**src/rtl/fetch_pkg.sv**
```systemverilog
// Shared types and constants for the instruction fetch unit.
package fetch_pkg;

   localparam logic [31:0] NOP_INST         = 32'h0000_0013;
   localparam logic [31:0] DEFAULT_RESET_PC = 32'h0000_0000;

   typedef struct packed {
      logic [31:0] pc;
      logic [31:0] inst;
   } fetch_entry_t;

   function automatic logic [31:0] align_word(input logic [31:0] addr);
      return {addr[31:2], 2'b00};
   endfunction

endpackage

```
**src/rtl/fetch_fifo.sv**
```systemverilog
// Small synchronous FIFO of fetched {pc, inst} entries with flush; head is
// read straight from the storage array so it is valid whenever count != 0.
module fetch_fifo
   import fetch_pkg::*;
#(
   parameter int DEPTH = 2,
   localparam int PTR_W = $clog2(DEPTH),
   localparam int CNT_W = $clog2(DEPTH + 1)
)(
   input  logic             clk,
   input  logic             reset,
   input  logic             push,
   input  fetch_entry_t     push_data,
   input  logic             pop,
   input  logic             flush,
   output fetch_entry_t     head,
   output logic [CNT_W-1:0] count
);

   fetch_entry_t     mem [DEPTH];
   logic [PTR_W-1:0] wr_ptr_reg;
   logic [PTR_W-1:0] rd_ptr_reg;
   logic             do_pop;

   // Pointers wrap explicitly so non-power-of-two depths work.
   function automatic logic [PTR_W-1:0] next_ptr(input logic [PTR_W-1:0] p);
      return (p == PTR_W'(DEPTH - 1)) ? '0 : p + PTR_W'(1);
   endfunction

   assign do_pop = pop && (count != '0);
   assign head   = mem[rd_ptr_reg];

   always_ff @(posedge clk) begin
      if (push && !flush) begin
         mem[wr_ptr_reg] <= push_data;
      end
   end

   always_ff @(posedge clk) begin
      if (reset || flush) begin
         wr_ptr_reg <= '0;
         rd_ptr_reg <= '0;
         count      <= '0;
      end else begin
         if (push) begin
            wr_ptr_reg <= next_ptr(wr_ptr_reg);
         end
         if (do_pop) begin
            rd_ptr_reg <= next_ptr(rd_ptr_reg);
         end
         if (push && !do_pop) begin
            count <= count + CNT_W'(1);
         end else if (!push && do_pop) begin
            count <= count - CNT_W'(1);
         end
      end
   end

   // The request credit scheme upstream must never let the buffer overflow.
   assert property (@(posedge clk) disable iff (reset || flush)
                    !(push && (count == CNT_W'(DEPTH))));

endmodule

```
**src/rtl/fetch_unit.sv**
```systemverilog
// Instruction fetch unit: credit-limited imem requests, in-order response
// buffering, branch redirect with kill of in-flight responses.
// Optional FETCH_PERF_EN adds perf_fetched / perf_killed counters.
module fetch_unit
   import fetch_pkg::*;
#(
   parameter logic [31:0] RESET_PC   = DEFAULT_RESET_PC,
   parameter int          FIFO_DEPTH = 2
)(
   input  logic        clk,
   input  logic        reset,
   input  logic        stall,
   input  logic        br_taken,
   input  logic [31:0] br_target,
   output logic        imem_req,
   output logic [31:0] imem_addr,
   input  logic        imem_gnt,
   input  logic        imem_rvalid,
   input  logic [31:0] imem_rdata,
   output logic [31:0] pc_out,
   output logic [31:0] inst_out,
   output logic        inst_valid
`ifdef FETCH_PERF_EN
   ,
   output logic [31:0] perf_fetched,
   output logic [31:0] perf_killed
`endif
);

   localparam int               CNT_W     = $clog2(FIFO_DEPTH + 1);
   localparam logic [CNT_W:0]   DEPTH_LIM = (CNT_W + 1)'(FIFO_DEPTH);

   logic [31:0]      fetch_pc_reg;
   logic [31:0]      resp_pc_reg;
   logic [CNT_W-1:0] outstanding_reg;
   logic [CNT_W-1:0] kill_cnt_reg;
   logic [CNT_W-1:0] count;
   logic [CNT_W:0]   in_use;
   logic             grant;
   logic             accept;
   logic             drop;
   logic             pop;
   logic [31:0]      target_aligned;
   fetch_entry_t     head;
   fetch_entry_t     push_entry;

   // Killed responses still occupy a credit until they return.
   assign in_use         = {1'b0, outstanding_reg} + {1'b0, count};
   assign imem_req       = !reset && !br_taken && (in_use < DEPTH_LIM);
   assign imem_addr      = fetch_pc_reg;
   assign grant          = imem_req && imem_gnt;
   assign accept         = imem_rvalid && !reset && !br_taken && (kill_cnt_reg == '0);
   assign drop           = imem_rvalid && !reset && !br_taken && (kill_cnt_reg != '0);
   assign inst_valid     = (count != '0);
   assign pop            = inst_valid && !stall && !br_taken;
   assign target_aligned = align_word(br_target);
   assign push_entry     = '{pc: resp_pc_reg, inst: imem_rdata};
   assign pc_out         = inst_valid ? head.pc : 32'h0;
   assign inst_out       = inst_valid ? head.inst : NOP_INST;

   always_ff @(posedge clk) begin
      if (reset) begin
         fetch_pc_reg    <= align_word(RESET_PC);
         resp_pc_reg     <= align_word(RESET_PC);
         outstanding_reg <= '0;
         kill_cnt_reg    <= '0;
      end else begin
         if (grant && !imem_rvalid) begin
            outstanding_reg <= outstanding_reg + CNT_W'(1);
         end else if (!grant && imem_rvalid) begin
            outstanding_reg <= outstanding_reg - CNT_W'(1);
         end

         if (br_taken) begin
            fetch_pc_reg <= target_aligned;
            resp_pc_reg  <= target_aligned;
            // Everything still in flight after this cycle belongs to the old path.
            kill_cnt_reg <= outstanding_reg - CNT_W'(imem_rvalid);
         end else begin
            if (grant) begin
               fetch_pc_reg <= fetch_pc_reg + 32'd4;
            end
            if (accept) begin
               resp_pc_reg <= resp_pc_reg + 32'd4;
            end
            if (drop) begin
               kill_cnt_reg <= kill_cnt_reg - CNT_W'(1);
            end
         end
      end
   end

   fetch_fifo #(
      .DEPTH(FIFO_DEPTH)
   ) u_fifo (
      .clk      (clk),
      .reset    (reset),
      .push     (accept),
      .push_data(push_entry),
      .pop      (pop),
      .flush    (br_taken),
      .head     (head),
      .count    (count)
   );

`ifdef FETCH_PERF_EN
   always_ff @(posedge clk) begin
      if (reset) begin
         perf_fetched <= '0;
         perf_killed  <= '0;
      end else begin
         if (accept) begin
            perf_fetched <= perf_fetched + 32'd1;
         end
         if (drop) begin
            perf_killed <= perf_killed + 32'd1;
         end
      end
   end
`endif

endmodule

```
**config.mk**
```make
export PLATFORM = sky130hd
export DESIGN_NAME = fetch_unit
export DESIGN_NICKNAME = d
export VERILOG_FILES = /design/src/rtl/fetch_pkg.sv /design/src/rtl/fetch_fifo.sv /design/src/rtl/fetch_unit.sv
export SDC_FILE = /design/constraint.sdc
export NUM_CORES = 1
export LEC_CHECK = 0
export ABC_AREA = 1
export ABC_CLOCK_PERIOD_IN_PS = 6000
export CORE_MARGIN = 1.5
export CORE_UTILIZATION = 38
export CTS_CLUSTER_DIAMETER = 100
export DETAILED_ROUTE_END_ITERATION = 16
export GPL_ROUTABILITY_DRIVEN = 0
export PLACE_DENSITY_LB_ADDON = 0.1
export SYNTH_ARGS = -nofsm -noshare
export SYNTH_HDL_FRONTEND = slang
export SYNTH_SLANG_ARGS = --single-unit
```
**constraint.sdc**
```tcl
create_clock -name clk -period 6 [get_ports clk]
set_clock_uncertainty 0.05 [all_clocks]
set_input_delay 1.2 -clock clk [delete_from_list [all_inputs] [get_ports clk]]
set_output_delay 1.2 -clock clk [all_outputs]
set_load 0.05 [all_outputs]
```
==> results.toml <==
[run_status]
outcome = "complete, no violations"

[cells_and_area]
largest_register_ffs = 124
final_cell_mix = "351 x nand2_1, 161 x clkdlybuf4s50_1, 124 x edfxtp_1, 121 x a21oi_1, 88 x nor2_1"
antennaDiodeCount = 0
nets = 1329
fillers = 2308
mostFrequentLayoutCell = "nand2_1"
area_delta_synth_final_pct = 26.7
final_area_um2 = 11800
fin_cells = 1589
drive_gt1_frac = 0.0664
utilization = 0.489

[timing]
max_slew_margin = 0.399
final-setup-viol-count = 0
worst_pin_slew_ps = 900
fin_crit_ps = 4480
final_hold_viol_count = 0
rsz0062_at_grt = "false"
period_share = 0.747
slew_violations = 0
setup-tns-final_ps = 0
fmax_ghz = 0.223

[run]
max_cap_violations = 0

[power_and_ir_drop]
ir_drop_mv = 0.209
switching_share = 0.287
power.net_switching_uw = 868
clock_power_share = 0.376
pwr-share-seq = 0.498
p_int_uw = 2160
power_frac_comb = 0.126
p_per_area_nw_per_um2 = 256
p_leak_uw = 0.00432

[clock_tree]
cts_sinks = 193
hold_buffers = 0
cts_buffers = 17
cts_root_buf = "clkbuf_16"
ctsResizeCount = 0
cts_tree = "yes"
clk_path_buf_depth = 2
htree_levels = 4
clk_pin_slew_ps = 80
cts_setup_buffers = 0
clock_latency_ps = 430

[grt]
grt_pass1_vias = 7276
grt_use_total = 0.191
overflow = 0
antenna_found_initial = 0
grt_max_degree = 63
grt_pass1_wl_um = 38400

[route]
avgViaCountPerCell = 4.81
ant_nets = 0
dr_total_vias = 7641
first_pass_iters = 5
drt_first_iter_violations = 424
post-route-drc-count = 0
wl_per_cell_um = 15.2
routed_wl_um = 24100

[placement]
port_buffers = 161
dp_hpwl_um = 16400
dp_cells = 1557
placed_cell_area_um2 = 11200

[yosys]
async_flop_share = 0
synth_area_um2 = 9330
ys_ff_latch = 193
ys_warn_count = 0
ys.flop_type = "edfxtp_1"
synth-edff-count = 124
syn_avg_cell_area_um2 = 8.43
synth_cell_types = 39
netlist_instances = 1106
seq_area_frac_synth = 0.547

[worst_setup_path]
path_class = "input port to output pin"
start_kind = "input port"
worstPathRequired_ps = 4750
crit_fanout = 13
crit_arrival_ps = 3230
end_kind = "output pin"

[die]
core_um2 = 24200
pin_count = 168
fp.dieArea_um2 = 25500
dieHeight_um = 160
std_cell_rows = 57
die_w_um = 160
initial_utilization = 0.386

[worst_hold_path]
min_path_type = "flip-flop to flip-flop"
-- metal layers --
layer / vias to the layer above / GRT usage / part of all wire
met3: 23 / 0.0327 / 0.040
met2: 182 / 0.306 / 0.46
met5: - / 0 / 0
met4: 0 / 0.0463 / 0.013
li1: 3965 / - / -
met1: 3471 / 0.269 / 0.49
-- metrics by stage --
stage	hold WS [ps]	power (uW)	worst slack [ps]
6_report	463	3030	1520
3_3_place_gp	427	1920	1470
2_1_floorplan	376	1770	1090
5_1_grt	485	3150	1450
4_1_cts	463	3060	1470
3_5_place_dp	441	1920	1470
-- cells in the mapped netlist, drive strengths merged, types with 7 or more instances --
library cell	instances	area, um2
a21oi	123	623
edfxtp	124	3720
inv	91	342
a31oi	12	75.1
nor2	109	517
buf	20	124
xor2	7	61.3
dfxtp	69	1380
nand2	359	1380
nand3	78	425
clkbuf	25	93.8
o21ai	48	240
-- final cells by class --
type	instances	area [um2]	area share
clock buffers	17	425	0.0360
clock inverters	15	174	0.0147
inverters	91	342	0.0289
multi-input cells	780	3690	0.313
flip-flops and latches	193	5110	0.432
well taps	324	405	0.0343
repair buffers	169	1670	0.141
-- final timing paths --
check,start,end,slack [ps],cells past startpoint
max reg2reg,u_fifo.count[0]$_SDFFE_PP0P_,imem_addr[9]$_SDFFE_PP0P_,3320,12
max,br_taken,imem_req,1520,5
min,u_fifo.rd_ptr_reg$_SDFFE_PP0P_,flip-flop,460,2
min reg2reg,u_fifo.rd_ptr_reg$_SDFFE_PP0P_,flip-flop,460,2
-- logic make-up (layout without fill, tap and decap cells) --
logic type      Yosys count  after routing  share of synthesized area
compound gates          195            195                      0.110
flops                   193            193                      0.547
other cells               1              4                   0.000402
simple gates            563            563                      0.262
fa+ha+maj                 7              7                     0.0102
xor+xnor                 11             11                     0.0103
buf+inv                 136            292                     0.0600
-- critical path, cell delays in order --
cell and delay, ps:
clkdlybuf4s50_1 530, nor2_8 310, inv_1 180, nor3_1 170, clkdlybuf4s50_1 830
-- power groups by stage --
stage,Combinational (uW),Clock [uW],Sequential [uW]
2_1_floorplan,191,0,1580
3_3_place_gp,379,0,1540
3_5_place_dp,382,0,1540
4_1_cts,384,1170,1510
5_1_grt,413,1220,1520
6_report,382,1140,1510
Note: power is estimated with default switching activity, not from simulation.
